--- src/rtl/servo_pkg.sv ---
// Constants shared by the servo controller blocks: frame framing byte,
// frame length and decoder state encodings.
package servo_pkg;

  localparam logic [7:0] CABECERA   = 8'hFF;
  localparam int         LONG_TRAMA = 6;

  // Header + four angles + checksum; the data phase spans the middle bytes.
  localparam int         NUM_ANGULOS = LONG_TRAMA - 2;

  typedef logic [1:0] estado_t;

  localparam estado_t ESPERA_CABECERA = 2'd0;
  localparam estado_t DATOS           = 2'd1;
  localparam estado_t CHECKSUM        = 2'd2;

endpackage

--- src/rtl/temporizador_inactividad.sv ---
// Inter-byte inactivity timer: counts idle cycles while enabled and flags
// expiry on the cycle whose closing edge would complete CICLOS idle cycles.
module temporizador_inactividad #(
  parameter int CICLOS = 500000
) (
  input  logic clk,
  input  logic reset,
  input  logic limpiar,
  input  logic habilitar,
  output logic expirado
);

  localparam int ANCHO = (CICLOS > 1) ? $clog2(CICLOS + 1) : 1;

  logic [ANCHO-1:0] cuenta_q, cuenta_d;

  assign expirado = habilitar && (cuenta_q == ANCHO'(CICLOS - 1));

  always_comb begin
    cuenta_d = cuenta_q;
    if (limpiar || !habilitar) begin
      cuenta_d = '0;
    end else if (!expirado) begin
      cuenta_d = cuenta_q + 1'b1;
    end
  end

  always_ff @(posedge clk or posedge reset) begin
    if (reset) begin
      cuenta_q <= '0;
    end else begin
      cuenta_q <= cuenta_d;
    end
  end

endmodule

--- src/rtl/decodificador_trama_servos.sv ---
// Decodes 6-byte servo command frames (FF a1 a2 a3 a4 sum) from the UART
// byte stream and updates the four angle registers atomically on a good frame.
module decodificador_trama_servos
  import servo_pkg::*;
#(
  parameter int TIMEOUT_CICLOS = 500000,
  parameter int ANGULO_MAX     = 180,
  parameter int ANGULO_INICIAL = 90
) (
  input  logic       clk,
  input  logic       reset,
  input  logic [7:0] dato_rx,
  input  logic       dato_valido,
  output logic [7:0] angulo_servo_1,
  output logic [7:0] angulo_servo_2,
  output logic [7:0] angulo_servo_3,
  output logic [7:0] angulo_servo_4,
  output logic       trama_ok,
  output logic       error_trama,
  output logic       ocupado
);

  localparam logic [1:0] ULTIMO_INDICE = 2'(NUM_ANGULOS - 1);
  localparam logic [7:0] ANG_INI       = 8'(ANGULO_INICIAL);
  localparam logic [7:0] ANG_MAX       = 8'(ANGULO_MAX);

  estado_t               estado_q, estado_d;
  logic [1:0]            indice_q, indice_d;
  logic [7:0]            suma_q, suma_d;
  logic                  fuera_rango_q, fuera_rango_d;
  logic [3:0][7:0]       sombra_q, sombra_d;
  logic [3:0][7:0]       angulo_q, angulo_d;
  logic                  trama_ok_q, trama_ok_d;
  logic                  error_q, error_d;
  logic                  expirado;

  temporizador_inactividad #(
    .CICLOS (TIMEOUT_CICLOS)
  ) u_temporizador (
    .clk       (clk),
    .reset     (reset),
    .limpiar   (dato_valido),
    .habilitar (estado_q != ESPERA_CABECERA),
    .expirado  (expirado)
  );

  always_comb begin
    estado_d      = estado_q;
    indice_d      = indice_q;
    suma_d        = suma_q;
    fuera_rango_d = fuera_rango_q;
    sombra_d      = sombra_q;
    angulo_d      = angulo_q;
    trama_ok_d    = 1'b0;
    error_d       = 1'b0;
    // A byte in the same cycle as expiry wins: the timeout is only a fallback.
    if (dato_valido) begin
      case (estado_q)
        ESPERA_CABECERA: begin
          if (dato_rx == CABECERA) begin
            estado_d      = DATOS;
            indice_d      = 2'd0;
            suma_d        = 8'd0;
            fuera_rango_d = 1'b0;
          end
        end
        DATOS: begin
          if (dato_rx == CABECERA) begin
            indice_d      = 2'd0;
            suma_d        = 8'd0;
            fuera_rango_d = 1'b0;
          end else begin
            sombra_d[indice_q] = dato_rx;
            suma_d             = suma_q + dato_rx;
            if (dato_rx > ANG_MAX) fuera_rango_d = 1'b1;
            indice_d = indice_q + 2'd1;
            if (indice_q == ULTIMO_INDICE) estado_d = CHECKSUM;
          end
        end
        CHECKSUM: begin
          if ((dato_rx == suma_q) && !fuera_rango_q) begin
            angulo_d   = sombra_q;
            trama_ok_d = 1'b1;
          end else begin
            error_d = 1'b1;
          end
          estado_d = ESPERA_CABECERA;
        end
        default: estado_d = ESPERA_CABECERA;
      endcase
    end else if (expirado) begin
      estado_d = ESPERA_CABECERA;
      error_d  = 1'b1;
    end
  end

  always_ff @(posedge clk or posedge reset) begin
    if (reset) begin
      estado_q      <= ESPERA_CABECERA;
      indice_q      <= 2'd0;
      suma_q        <= 8'd0;
      fuera_rango_q <= 1'b0;
      sombra_q      <= '0;
      angulo_q      <= {4{ANG_INI}};
      trama_ok_q    <= 1'b0;
      error_q       <= 1'b0;
    end else begin
      estado_q      <= estado_d;
      indice_q      <= indice_d;
      suma_q        <= suma_d;
      fuera_rango_q <= fuera_rango_d;
      sombra_q      <= sombra_d;
      angulo_q      <= angulo_d;
      trama_ok_q    <= trama_ok_d;
      error_q       <= error_d;
    end
  end

  assign angulo_servo_1 = angulo_q[0];
  assign angulo_servo_2 = angulo_q[1];
  assign angulo_servo_3 = angulo_q[2];
  assign angulo_servo_4 = angulo_q[3];
  assign trama_ok       = trama_ok_q;
  assign error_trama    = error_q;
  assign ocupado        = (estado_q != ESPERA_CABECERA);

endmodule

--- config.mk ---
export PLATFORM = sky130hd
export DESIGN_NAME = decodificador_trama_servos
export DESIGN_NICKNAME = d
export VERILOG_FILES = /design/src/rtl/servo_pkg.sv /design/src/rtl/temporizador_inactividad.sv /design/src/rtl/decodificador_trama_servos.sv
export SDC_FILE = /design/constraint.sdc
export NUM_CORES = 1
export LEC_CHECK = 0
export CAP_MARGIN = 20
export CORE_MARGIN = 2
export CORE_UTILIZATION = 48
export CTS_CLUSTER_DIAMETER = 50
export CTS_CLUSTER_SIZE = 40
export DETAILED_ROUTE_END_ITERATION = 7
export PLACE_DENSITY = 0.81
export SETUP_SLACK_MARGIN = 0.4
export SYNTH_ARGS = -nofsm -noshare
export SYNTH_HDL_FRONTEND = slang
export SYNTH_HIERARCHICAL = 1
export SYNTH_SLANG_ARGS = --single-unit
--- constraint.sdc ---
create_clock -name clk -period 4.4 [get_ports clk]
set_input_delay 0.88 -clock clk [delete_from_list [all_inputs] [get_ports clk]]
set_output_delay 0.88 -clock clk [all_outputs]
set_load 0.02 [all_outputs]
==> After elaboration in Yosys (flattened, before gate mapping) <==
Index checks and enable logic that the tools add are counted.
{ "totals": {"output_inout_bits": 35, "elab_cells": 77, "inputBits": 11, "regBits": 98} }
{ "classes": {"mux": 28, "bitwise": 1, "n_eq_ne": 12, "add_sub_neg": 3, "n_reduce_logical": 15, "magnitude_cmp": 3} }
{ "op_table": {"columns": ["op", "count"], "rows": [
  ["19-bit two-way mux", 2],
  ["32-bit bitwise mux", 1],
  ["8-bit two-way mux", 3],
  ["19-bit by 1-bit adder with 19-bit output (second input constant)", 1],
  ["19-bit equality test (second input constant)", 1],
  ["8-bit demux with 2-bit select", 1],
  ["8-bit one-hot mux with 2 select lines", 1],
  ["2-bit two-way mux", 7],
  ["3-bit != test (second input constant)", 4],
  ["1-bit two-way mux", 10],
  ["3-bit AND reduction", 3],
  ["8-bit adder", 1],
  ["8-bit equality test", 1],
  ["8-bit equality test (second input constant)", 1],
  ["8-bit > comparator (second input constant)", 1],
  ["2-bit one-hot mux with 2 select lines", 2],
  ["4-bit AND reduction", 2],
  ["2-bit nonzero test", 3],
  ["2-bit equality test (second input constant)", 2],
  ["1-bit logical AND", 3],
  ["2-bit by 3-bit less-than comparator with 1-bit output (second input constant)", 1],
  ["2-bit by 1-bit adder with 2-bit output (second input constant)", 1],
  ["2-bit by 1-bit equality test with 1-bit output (second input constant)", 1],
  ["2-bit by 1-bit >= comparator with 1-bit output (second input constant)", 1],
  ["other kinds (7)", 8]
]} }

==> Logic depth before layout (Yosys ltp) <==
{ "depth": {"word_depth": 5, "depth_mapped": 9} }

==> Modules after synthesis <==
Netlist, hierarchy kept.
{ "by_module_without_submodules": {"columns": ["module", "area_per_inst_um2", "cells_each", "seq_area_each_um2", "n_inst"], "rows": [
  ["decodificador_trama_servos", 3440.8, 241, 1996.9, 1],
  ["temporizador_inactividad", 1027.2, 105, 475.5, 1]
]} }

==> Worst setup path after synthesis <==
Ideal clock, no wire load.
{ "synth_timing": {"kind": "input to register", "start": "input port dato_rx[0]", "end": "register suma_q[6]", "stages": 8, "setup_time_ns": 0.122, "n_path_buf": 0, "arrival_ns": 2.376, "setup_slack_ns": 1.903, "path_cell_list": "ha_1 > inv_1 > fa_1 > nor2b_4 > o31a_1 > o21a_1 > or3_1 > a32o_1"} }
{ "synth_between": {"elab_chain_len": 3} }
{ "synth_rtl": {"columns": ["element", "line", "rtl"], "rows": [
  ["start, declared", "decodificador_trama_servos.sv:12", "input logic [7:0] dato_rx,"],
  ["8-bit adder or 8-bit equality test (tied branches)", "decodificador_trama_servos.sv:74, decodificador_trama_servos.sv:60, decodificador_trama_servos.sv:68", null],
  ["8-bit two-way mux or 2-bit != test (tied branches)", null, null],
  ["8-bit one-hot mux with 2 select lines or 3-bit AND reduction (tied branches)", null, null],
  ["end signal, assigned", "decodificador_trama_servos.sv:110", "suma_q <= suma_d;"],
  ["end, declared", "decodificador_trama_servos.sv:29", "logic [7:0] suma_q, suma_d;"]
]} }
Parallel ways exist; a longest one is shown, timed or not.
A chain may end at the register's enable or synchronous reset.

==> Worst setup path after layout <==
{ "layout_timing": {"start": "input port dato_rx[6]", "end": "register angulo_q (netlist bit angulo_servo_2[0])"} }
{ "layout_between": {"elab_chain_len": 3} }
{ "layout_rtl": {"columns": ["element", "line", "rtl"], "rows": [
  ["8-bit equality test", "decodificador_trama_servos.sv:81", "if ((dato_rx == suma_q) && !fuera_rango_q) begin"],
  ["1-bit logical AND", "decodificador_trama_servos.sv:81", null],
  ["3-bit AND reduction (no line)", null, null],
  ["end signal, assigned", "decodificador_trama_servos.sv:104", "angulo_q <= {4{ANG_INI}};"],
  ["end signal, assigned", "decodificador_trama_servos.sv:113", "angulo_q <= angulo_d;"],
  ["end, declared", "decodificador_trama_servos.sv:32", "logic [3:0][7:0] angulo_q, angulo_d;"]
]} }
Every way passes these cells.

==> results.json <==
{
  "end_kind": "flop",
  "cp.arrival_ps": 3410,
  "drt_iter0_markers": 99,
  "placed_area_mm2": 0.00499,
  "rsz0062_at_grt": "no",
  "whs_endpoint": "angulo_servo_2[0]$_DFFE_PP0P_",
  "cts_buffers": 9,
  "hold_viol_final": 0,
  "grt_pass1_wl_mm": 14.5,
  "slew_violations": 0,
  "dp.cells": 494,
  "combPwrFrac_pct": 20.4,
  "final_area_mm2": 0.00522,
  "die_y_um": 100,
  "pwr-share-seq_pct": 52.2,
  "synth-edff-count": 0,
  "ir_worst_vdd_uv": 185,
  "finalSetupViolCount": 0,
  "relSlewSlack_pct": 46.4,
  "finClkSkew_ps": 11.3,
  "fin_crit_ps": 3150,
  "drive_gt1_share_pct": 27.8,
  "min-delay-path-class": "reg2reg",
  "wl_mm": 8.80,
  "antenna_found_initial": 0,
  "synthAdderAreaFrac_pct": 4.09,
  "routedWlPerCell_um": 17.2,
  "worstReg2RegStart": "suma_q[4]$_DFFE_PP0P_",
  "p_leak_nw": 2.40,
  "worstPathMaxFanout": 33,
  "dr.pass1.iters": 4,
  "synthMuxAreaShare_pct": 16.1,
  "syn_inst": 346,
  "die-area_mm2": 0.0101,
  "yosys.area.top_type": "dfrtp_1",
  "grt_max_degree": 54,
  "yosys.area_share.xor_xnor_pct": 2.55,
  "clockBufferDepth": 2,
  "path_cells": "clkdlybuf4s50_1 > ha_1 > nor4_1 > and3_1 > nand2_2 > mux2_1",
  "r2r_setup_slack_ps": 2030,
  "worstSetupStartpointType": "input pin",
  "min_period_over_period_pct": 71.7,
  "syn-cell-area_mm2": 0.00447,
  "drc_errors": 0,
  "cp_num_buf_inv": 1,
  "hold_depth": 1,
  "worst_pin_slew_ps": 801,
  "powerDensity_mw_per_mm2": 409,
  "maxCapViolations": 0,
  "start_util_pct": 48.8,
  "p_clk_share_pct": 27.4,
  "synthesis.nets": 371,
  "root_buffer": "clkbuf_8",
  "critical_path_required_ps": 4660,
  "ys_types": 57,
  "synth-simple-area-share_pct": 11.8,
  "dp_hpwl_mm": 6.15,
  "synth_compound_area_share_pct": 7.53,
  "async_flop_share_pct": 100,
  "cts_setup_buffers": 0,
  "cts.sinks": 98,
  "status": "finished clean",
  "ys.flop_type": "dfrtp_1",
  "io_pins": 46,
  "dr_total_vias": 2929,
  "ctsHoldBuffers": 0,
  "synth.most_common_cell": "dfrtp_1",
  "cp.depth": 6,
  "ys_ff_latch": 98,
  "syn2layout_area_growth_pct": 16.7,
  "viasPerCell": 5.73,
  "post-place-ws_ps": 834,
  "holdWs_ps": 503,
  "synthDominantCellAreaShare_pct": 45.9,
  "hp-start": "angulo_servo_2[0]$_DFFE_PP0P_",
  "portBuffers": 45,
  "fin_ws_ps": 1250,
  "r2r_end": "angulo_servo_2[0]$_DFFE_PP0P_",
  "power_mw": 2.13,
  "die_x_um": 100,
  "stdcell_count": 511,
  "cts.clk_slew.worst_paths_ps": 100,
  "yosys_warnings": 6,
  "grt_pass1_vias": 2856,
  "reg2regPathDepth": 5,
  "fmax_mhz": 317,
  "synth-seq-area-share_pct": 55.3,
  "p_sw_share_pct": 30.9,
  "gr-total-overflow": 0,
  "synth_common_cells": "82 x dfrtp_1, 59 x mux2_2, 16 x dfstp_2, 15 x nor2_1",
  "final.setup.tns_ps": 0,
  "slowest_stage": "clkdlybuf4s50_1",
  "num_rows": 35,
  "synth_top_family_by_area": "multiplexers",
  "cpPeakStageDelay_ps": 580,
  "path_class": "in2reg",
  "grtUsageTotal_pct": 18.4,
  "nets": 420,
  "critPathTopFamily": "simple AND/OR/NAND/NOR gates",
  "post_cts_resized": 0,
  "ant_nets": 0,
  "syn_avg_cell_area_um2": 12.9,
  "cts_tree": "built",
  "p_int_mw": 1.48,
  "p_switching_mw": 0.658,
  "clk_latency_ps": 370,
  "synth_area_leaders": "dfrtp_1 46%, mux2_2 15%, dfstp_2 9.4%",
  "gp_congestion": 0.881,
  "fillers": 730,
  "htreeDepth": 3,
  "core-area_mm2": 0.00915,
  "antenna_cells": 0,
  "post-route-util_pct": 57.0
}
layer usage:
metal / vias up / part of all wire [%] / global-route usage [%]
met4: 0 / 1.8 / 7.06
met1: 1494 / 45 / 25.4
met3: 12 / 3.4 / 3.68
li1: 1357 / - / -
met2: 66 / 50 / 29.1
met5: - / 0 / 0
worst reg2reg max path, cell delays in order, from the launching register on:
cell	delay (ps)
dfrtp_1	410
ha_1	340
nor4_1	310
and3_1	240
nand2_2	460
mux2_1	510
power by group through the flow:
stage	logic (mW)	registers (mW)	clock network (mW)
final	0.435	1.11	0.585
after global routing	0.489	1.13	0.630
after CTS	0.433	1.11	0.594
after detailed placement	0.430	1.13	0
after global placement	0.406	1.12	0
after floorplan	0.344	1.09	0
worst max path at each step:
stage,to,startpoint
3_3_place_gp,angulo_servo_2[0]$_DFFE_PP0P_,dato_rx[4]
3_5_place_dp,angulo_servo_2[2]$_DFFE_PP0P_,dato_rx[6]
2_1_floorplan,angulo_servo_1[0]$_DFFE_PP0P_,reset
4_1_cts,angulo_servo_2[2]$_DFFE_PP0P_,dato_rx[6]
5_1_grt,angulo_servo_2[2]$_DFFE_PP0P_,dato_rx[6]
6_report,angulo_servo_2[0]$_DFFE_PP0P_,dato_rx[6]
cells by family (layout without fill, tap and decap cells):
logic type | after synthesis | after routing
compound gates | 51 | 51
fa+ha+maj | 14 | 14
flops | 98 | 98
buf+inv | 20 | 74
mux | 64 | 64
xor+xnor | 13 | 13
simple gates | 86 | 86
placed cells by master, fill, tap and decap left out, types with 4 or more instances in the layout:
cell type and count:
nand3_1 7, nand2_2 4, mux2_1 5, xor2_1 10, or3_1 4, mux2_2 59
and4_1 5, nand4_1 10, dfrtp_1 82, o21ai_0 13, dfstp_2 16, inv_1 9
a21oi_1 10, clkdlybuf4s50_1 45, ha_1 13, clkbuf_8 9, nand2_1 12, a22o_1 6
nor2_1 15
layout make-up:
| cell class | count | area [um2] | area share, % |
|---|---|---|---|
| inverters | 10 | 37.5 | 0.720 |
| clock inverters | 7 | 76.3 | 1.46 |
| well taps | 111 | 139 | 2.66 |
| flip-flops and latches | 98 | 2470 | 47.4 |
| multi-input cells | 228 | 1880 | 36.1 |
| clock buffers | 9 | 124 | 2.38 |
| repair buffers | 48 | 485 | 9.31 |
registers in the layout (all words and copies together), names as in the netlist:
| name | count |
|---|---|
| u_temporizador/cuenta_q | 19 |
| angulo_servo_3 | 8 |
| angulo_servo_2 | 8 |
| angulo_servo_4 | 8 |
| fuera_rango_q | 1 |
| trama_ok | 1 |
| angulo_servo_1 | 8 |
| indice_q | 2 |
| estado_q | 2 |
| sombra_q | 32 |
| suma_q | 8 |
| error_trama | 1 |
Note: power is estimated with default switching activity, not from simulation.
